`src/rtl/vme_request_decoder.sv`:
```
// Decodes a CPU bus cycle into one of three VME address-space requests and
// supervises the cycle until acknowledge, bus error, timeout or strobe release.
module vme_request_decoder #(
    parameter logic [15:0] A16_BASE       = 16'hFFFF,
    parameter logic [7:0]  A24_BASE       = 8'hFE,
    parameter int          TIMEOUT_CYCLES = 1024
) (
    input  logic        clock,
    input  logic        reset,
    input  logic        cpu_as,
    input  logic [31:0] cpu_address,
    input  logic [2:0]  cpu_fc,
    input  logic        vme_dtack,
    input  logic        vme_berr,
    output logic        request_vme_a16,
    output logic        request_vme_a24,
    output logic        request_vme_a40,
    output logic        cpu_berr
);

    typedef enum logic [2:0] {
        IDLE     = 3'd0,
        DECODE   = 3'd1,
        ACTIVE   = 3'd2,
        DONE     = 3'd3,
        WAIT_END = 3'd4
    } state_t;

    localparam logic [15:0] TIMEOUT_LAST = 16'(TIMEOUT_CYCLES - 1);

    state_t      state;
    logic [31:0] addr_q;
    logic [2:0]  fc_q;
    logic [15:0] timer;

    logic cpu_space;
    logic hit_a16;
    logic hit_a24;
    logic hit_a40;
    logic unused_low_address;

    // CPU-space accesses never reach the VME bus; windows are checked A16 first.
    assign cpu_space = (fc_q == 3'b111);
    assign hit_a16   = !cpu_space && (addr_q[31:16] == A16_BASE);
    assign hit_a24   = !cpu_space && !hit_a16 && (addr_q[31:24] == A24_BASE);
    assign hit_a40   = !cpu_space && !hit_a16 && !hit_a24 && (addr_q[31:30] == 2'b10);

    assign unused_low_address = ^addr_q[15:0];

    always_ff @(posedge clock or negedge reset) begin
        if (!reset) begin
            state           <= IDLE;
            request_vme_a16 <= 1'b1;
            request_vme_a24 <= 1'b1;
            request_vme_a40 <= 1'b1;
            cpu_berr        <= 1'b1;
            timer           <= 16'd0;
            addr_q          <= 32'd0;
            fc_q            <= 3'd0;
        end else begin
            case (state)
                IDLE: begin
                    request_vme_a16 <= 1'b1;
                    request_vme_a24 <= 1'b1;
                    request_vme_a40 <= 1'b1;
                    cpu_berr        <= 1'b1;
                    if (!cpu_as) begin
                        addr_q <= cpu_address;
                        fc_q   <= cpu_fc;
                        state  <= DECODE;
                    end
                end

                DECODE: begin
                    request_vme_a16 <= !hit_a16;
                    request_vme_a24 <= !hit_a24;
                    request_vme_a40 <= !hit_a40;
                    cpu_berr        <= 1'b1;
                    timer           <= 16'd0;
                    if (hit_a16 || hit_a24 || hit_a40) begin
                        state <= ACTIVE;
                    end else begin
                        state <= WAIT_END;
                    end
                end

                // Strobe release beats bus error, which beats acknowledge, which beats timeout.
                ACTIVE: begin
                    if (timer != 16'hFFFF) begin
                        timer <= timer + 16'd1;
                    end
                    if (cpu_as) begin
                        request_vme_a16 <= 1'b1;
                        request_vme_a24 <= 1'b1;
                        request_vme_a40 <= 1'b1;
                        state           <= IDLE;
                    end else if (!vme_berr) begin
                        request_vme_a16 <= 1'b1;
                        request_vme_a24 <= 1'b1;
                        request_vme_a40 <= 1'b1;
                        cpu_berr        <= 1'b0;
                        state           <= WAIT_END;
                    end else if (!vme_dtack) begin
                        state <= DONE;
                    end else if (timer == TIMEOUT_LAST) begin
                        request_vme_a16 <= 1'b1;
                        request_vme_a24 <= 1'b1;
                        request_vme_a40 <= 1'b1;
                        cpu_berr        <= 1'b0;
                        state           <= WAIT_END;
                    end
                end

                DONE: begin
                    if (cpu_as) begin
                        request_vme_a16 <= 1'b1;
                        request_vme_a24 <= 1'b1;
                        request_vme_a40 <= 1'b1;
                        state           <= IDLE;
                    end
                end

                WAIT_END: begin
                    request_vme_a16 <= 1'b1;
                    request_vme_a24 <= 1'b1;
                    request_vme_a40 <= 1'b1;
                    if (cpu_as) begin
                        cpu_berr <= 1'b1;
                        state    <= IDLE;
                    end
                end

                default: begin
                    request_vme_a16 <= 1'b1;
                    request_vme_a24 <= 1'b1;
                    request_vme_a40 <= 1'b1;
                    cpu_berr        <= 1'b1;
                    state           <= IDLE;
                end
            endcase
        end
    end

endmodule

```
`config.mk`:
```
export PLATFORM = sky130hd
export DESIGN_NAME = vme_request_decoder
export DESIGN_NICKNAME = d
export VERILOG_FILES = /design/src/rtl/vme_request_decoder.sv
export SDC_FILE = /design/constraint.sdc
export NUM_CORES = 1
export LEC_CHECK = 0
export ABC_AREA = 1
export CAP_MARGIN = 20
export CORE_MARGIN = 3
export CORE_UTILIZATION = 50
export DETAILED_ROUTE_END_ITERATION = 8
export PLACE_DENSITY = 0.84
export SYNTH_ARGS = -nofsm -noshare
export SYNTH_HDL_FRONTEND = slang
export SYNTH_SLANG_ARGS = --single-unit
```
`constraint.sdc`:
```
create_clock -name clock -period 3.5 [get_ports clock]
set_input_delay 0.7 -clock clock [delete_from_list [all_inputs] [get_ports clock]]
set_output_delay 0.7 -clock clock [all_outputs]
set_load 0.1 [all_outputs]
```
==> reports/results.tsv, run 1 <==
metric	value	unit
io_pins	44	
dp_slack	1.08	ns
max-slew-margin-rel	0.403	
cp_num_buf_inv	2	
final_core_util	0.617	
status	complete, no violations	
drt_first_pass_iters	5	
cts_buffer_depth	2	
ys_async_sr_fraction	1.00	
max-cap-violations	0	
row_count	24	
h-tree-depth	2	
yosys-top-cells-area	dfrtp_1, mux2_4, nand2_1	
syn_area_per_cell	8.83	sq um
fin_crit_sh	0.602	
viasPerCell	5.25	
grt_pass1_vias	1775	
place_area	0.00267	sq mm
dp.cells	346	
cp_slowest_cell	clkdlybuf4s50_1	
yosys.area.top_type	dfrtp_1	
wl	4.51	mm
drive_gt1_frac	0.199	
p_switching	0.692	mW
synth-seq-cells	42	
drcViolationCount	0	
p_int	1.09	mW
period_needed	2.11	ns
endpoint_kind	flip-flop	
synth_top_area_frac	0.397	
ir_drop	0.362	mV
powerDensity	647	mW/mm^2
die_y	75.2	um
synth_edf_count	0	
switching_share	0.387	
core_area	0.00447	sq mm
die_w	75.2	um
areaGrowthSynthToFinish	15.3	%
yosysSeqAreaShare	0.441	
ys.flop_type	dfrtp_1	
fillCellCount	346	
cpLargestDelayFamily	buffers and inverters	
synthCells	271	
path_clk_slew	0.09	ns
post-cts-setup-buffers	0	
syn-num-nets	312	
setup_violations	0	
clock-skew-final	0.0125	ns
pwr-share-seq	0.414	
ys_types	34	
worst_pin_slew	0.896	ns
grt_max_degree	43	
grt_pass1_wl	7.65	mm
vias	1857	
post_cts_resized	0	
seq_area	0.00106	sq mm
netlist_top_cells_count	nand2_1, dfrtp_1, nor2_1	
cts_root_buffer	clkbuf_8	
critPathKind	in -> reg	
hold_buffers	0	
tritoncts	yes	
antenna_found_initial	0	
multi_input_area	0.00117	sq mm
clk_latency	0.30	ns
rsz0062_at_grt	no	
postLayoutSetupSlackWorst	1.39	ns
crit_path_start_kind	primary input	
path_max_fanout	21	
yosysMostFrequentCell	nand2_1	
place_congestion	0.865	
pwr-share-comb	0.411	
required	3.69	ns
fin_nets	342	
clkPwrFrac	0.175	
start_util	0.535	
max_stage_delay	0.55	ns
die-area	0.00565	sq mm
min_path_type	reg -> reg	
n_antenna_cell	0	
design_area	0.00276	sq mm
worst_ep_arrival_time	2.30	ns
grt_usage	0.177	
first_iter_violations	82	
routedWlPerCell	12.7	um
path_cells	clkdlybuf4s50_1 > inv_1 > nand2_2 > mux2_2	
holdWs	0.469	ns
fin_cells	354	
setup-tns-final	0	ns
ys.warnings.count	0	
cts_made_buffers	5	
leakage	1.31	nW
portBuffers	27	
hold_violations	0	
antenna_left	0	
p_total	1.79	mW
overflow	0	
clkSinkCount	42	
fmax	474	MHz
hpwl	3.36	mm
netlist_area	0.00239	sq mm
final_max_slew_viol_count	0	
worst reg2reg max path, stage by stage, from the launching register on:
cell and delay (ns):
dfrtp_1 0.48, nor2_2 0.17, inv_2 0.07, nor2_4 0.09
nand2_2 0.36, mux2_4 0.44
power groups by stage:
stage	clock [mW]	sequential, mW	combinational [mW]
final	0.312	0.738	0.734
after detailed placement	0	0.747	0.736
after global routing	0.338	0.758	0.805
after global placement	0	0.743	0.720
after floorplan	0	0.779	0.584
after CTS	0.323	0.740	0.742
logic make-up (layout without fill, tap and decap cells):
family                     Yosys count  count (layout)  synth area share
xor gates and xnor gates             8               8            0.0293
DFF                                 42              42             0.441
muxes                               17              17             0.105
and+or+nand+nor                    141             141             0.279
adders and majority gates            1               1           0.00523
AOI/OAI and AO/OA                   25              25            0.0690
buffers and inverters               37              68            0.0716
path summary, 6_finish.rpt:
check	startpoint	endpoint	slack [ns]	cells after the start
max	cpu_as	fc_q[0]	1.39	4
min reg2reg	request_vme_a16	request_vme_a16	0.47	2
min in group asynchronous	reset	timer[8]	0.52	1
max in group asynchronous	reset	timer[13]	2.41	1
min	request_vme_a16	request_vme_a16	0.47	2
max reg2reg	state[1]	addr_q[17]	1.76	5
sequential cells by signal, summed over array words and instances, names as in the netlist:
register / count
addr_q: 16
timer: 16
fc_q: 3
state: 3
cpu_berr: 1
request_vme_a16: 1
request_vme_a24: 1
request_vme_a40: 1
layout by cell type (no fill, tap or decap), drive strengths merged, types with 2 or more instances in the layout:
master,n
inv,33
nand4,9
buf,5
dfstp,4
xor2,7
nand3,19
nand2,68
clkinv,2
clkbuf,5
o21bai,2
nor3,6
a21oi,7
dfrtp,38
nor2,38
o21ai,12
mux2,17
clkdlybuf4s50,22
per-layer routing:
metal  GRT usage  vias up  wire (um)
li1            -      937          -
met1       0.227      868       2000
met2       0.297       46       2230
met3      0.0494        6        236
met4      0.0447        0         48
met5           0        -          0
final cells by class:
| class | count | share of cell area |
|---|---|---|
| tap | 52 | 0.0236 |
| sequential | 42 | 0.383 |
| multi-input combinational | 192 | 0.423 |
| timing repair buffer | 27 | 0.0925 |
| inverter | 33 | 0.0458 |
| clock buffer | 5 | 0.0249 |
| clock inverter | 3 | 0.00771 |
No activity file was read; power rests on OpenSTA's default activity.
==> run 2, diff against run 1 <==
==> constraint.sdc (replaced) <==
create_clock -name clock -period 2 [get_ports clock]
set_input_delay 0.4 -clock clock [delete_from_list [all_inputs] [get_ports clock]]
set_output_delay 0.4 -clock clock [all_outputs]
set_load 0.1 [all_outputs]
==> run 2 against run 1 <==
Effect of this change:
- global-route usage rose by 0.85 points
- combinational power is 87% higher
- largest cell class unchanged
- wire length increased by 4.9%
- register-to-register slack worse by 1.5 ns
- first-iteration DRC count rose by 100%
- highest routed layer unchanged
==> reports/results.tsv, run 2 (synthesis results as in run 1) <==
metric	value	unit	change
min_path_type	in -> async		
routedWlPerCell	13.2	um	+3.7%
final_core_util	0.641		+0.0246
period_needed	1.71	ns	
setup-tns-final	0	ns	unchanged
cp-startpoint	timer[0]		
ff2ff_setup_slack	0.29	ns	-1.47 ns
first_iter_violations	168		+100%
final_common_cell	nand2_1		
path_cells	ha_1 > nand3_2 > nor2_4 > nand3_2 > nand2_2 > nand2_4 > inv_4 > nand2_1 > o21ai_0		
post_cts_resized	0		unchanged
clkSinkCount	42		unchanged
grt_usage	0.186		+0.00852
start_util	0.535		unchanged
endpoint_kind	flip-flop		
portBuffers	27		unchanged
fmax	584	MHz	
n_antenna_cell	0		unchanged
top_regs	addr_q x16, timer x16		
status	complete, no violations		
place_congestion	0.887		+2.5%
grt_pass1_wl	8.04	mm	+5.1%
viasPerCell	5.32		+1.3%
clk_latency	0.30	ns	about the same
row_count	24		unchanged
powerDensity	1140	mW/mm^2	+76%
hpwl	3.54	mm	+5.3%
drcViolationCount	0		unchanged
dr_wl_met2	2.34	mm	+5.0%
vias	1903		+2.5%
worst_pin_slew	0.498	ns	-0.398 ns
max-cap-violations	0		unchanged
worst_ep_arrival_time	1.93	ns	-0.37 ns
path_max_fanout	14		-33%
final_cell_mix	nand2_1, dfrtp_1, nor2_1		
final_max_slew_viol_count	0		unchanged
antenna_found_initial	0		unchanged
grt_max_degree	25		-42%
die_w	75.2	um	unchanged
cp_slowest_cell	dfrtp_1		
io_pins	44		unchanged
overflow	0		unchanged
wl	4.73	mm	+4.9%
fin_crit_sh	0.857		
reg2reg_depth	9		+4
cts_buffer_depth	2		unchanged
top_layer	met4		
path_clk_slew	0.09	ns	about the same
antenna_left	0		unchanged
critPathKind	reg -> reg		
hold_buffers	0		unchanged
r2r_start	timer[0]		
die_y	75.2	um	unchanged
wirelength_met1	2.15	mm	+7.6%
met3_length	188	um	-20%
cts_root_buffer	clkbuf_8		
cts_made_buffers	5		unchanged
fillCellCount	343		-0.87%
leakage	1.37	nW	+4.6%
grt_pass1_vias	1786		+0.62%
setup_violations	0		unchanged
clock-skew-final	0.00962	ns	-0.00283 ns
required	2.21	ns	-1.48 ns
crit_top_cell	nand3_2		
h-tree-depth	2		unchanged
ir_drop	0.793	mV	+120%
fin_nets	346		+1.2%
max-slew-margin-rel	0.668		+0.265
core_area	0.00447	sq mm	unchanged
drt_first_pass_iters	5		unchanged
tritoncts	yes		
drive_gt1_frac	0.209		+0.0105
max_stage_delay	0.43	ns	-0.12 ns
hold_violations	0		unchanged
holdWs	0.0503	ns	-0.418 ns
r2r-end	timer[10]		
crit_path_start_kind	flip-flop		
die-area	0.00565	sq mm	unchanged
rsz0062_at_grt	no		
critPathCapture	timer[10]		
areaGrowthSynthToFinish	19.9	%	
post-cts-setup-buffers	0		unchanged
-- run 2: how the worst min path moves through the flow --
| stage | endpoint | slack (ns) | cells past startpoint | startpoint |
|---|---|---|---|---|
| final | timer[9] | 0.05 | 1 | reset |
| after global routing | fc_q[0] | 0.07 | 1 | reset |
| after CTS | timer[9] | 0.06 | 1 | reset |
| after detailed placement | timer[14] | 0.39 | 1 | reset |
| after global placement | timer[14] | 0.39 | 1 | reset |
| after floorplan | addr_q[16] | 0.10 | 0 | reset |
-- run 2: per-stage QoR --
step | cells | setup slack, ns | area, sq um | total power, mW
6_report | 358 | 0.286 | 2870 | 3.27
3_3_place_gp | 350 | 0.236 | 2770 | 2.65
3_5_place_dp | 350 | 0.250 | 2770 | 2.70
2_1_floorplan | 271 | 0.549 | 2390 | 2.38
5_1_grt | 358 | 0.166 | 2870 | 3.48
4_1_cts | 358 | 0.292 | 2870 | 3.30
-- run 2: final cells by class --
class,count,area (sq um),area share
clock inverter,3,26.3,0.00916
inverter,33,126,0.0440
tap,52,65.1,0.0227
clock buffer,5,68.8,0.0240
timing repair buffer,31,360,0.126
multi-input combinational,192,1170,0.406
sequential,42,1060,0.368
-- run 2: critical path: cells and delay by family (launching register included) --
kind                       cells  cell delay (ns)
and+or+nand+nor                6             0.72
DFF                            1             0.43
adders and majority gates      1             0.23
buffers and inverters          1             0.16
AOI/OAI and AO/OA              1             0.08
-- run 2: routing by layer --
layer,global-route usage,up-vias
met5,0,-
met4,0.0583,0
met3,0.0334,6
met2,0.309,44
met1,0.246,911
li1,-,942
-- run 2: where the power goes --
group	leakage, nW	internal, mW	switching [mW]
combinational	0.798	0.635	0.739
clock	0.0495	0.259	0.330
sequential	0.526	1.11	0.199
total	1.37	2.00	1.27
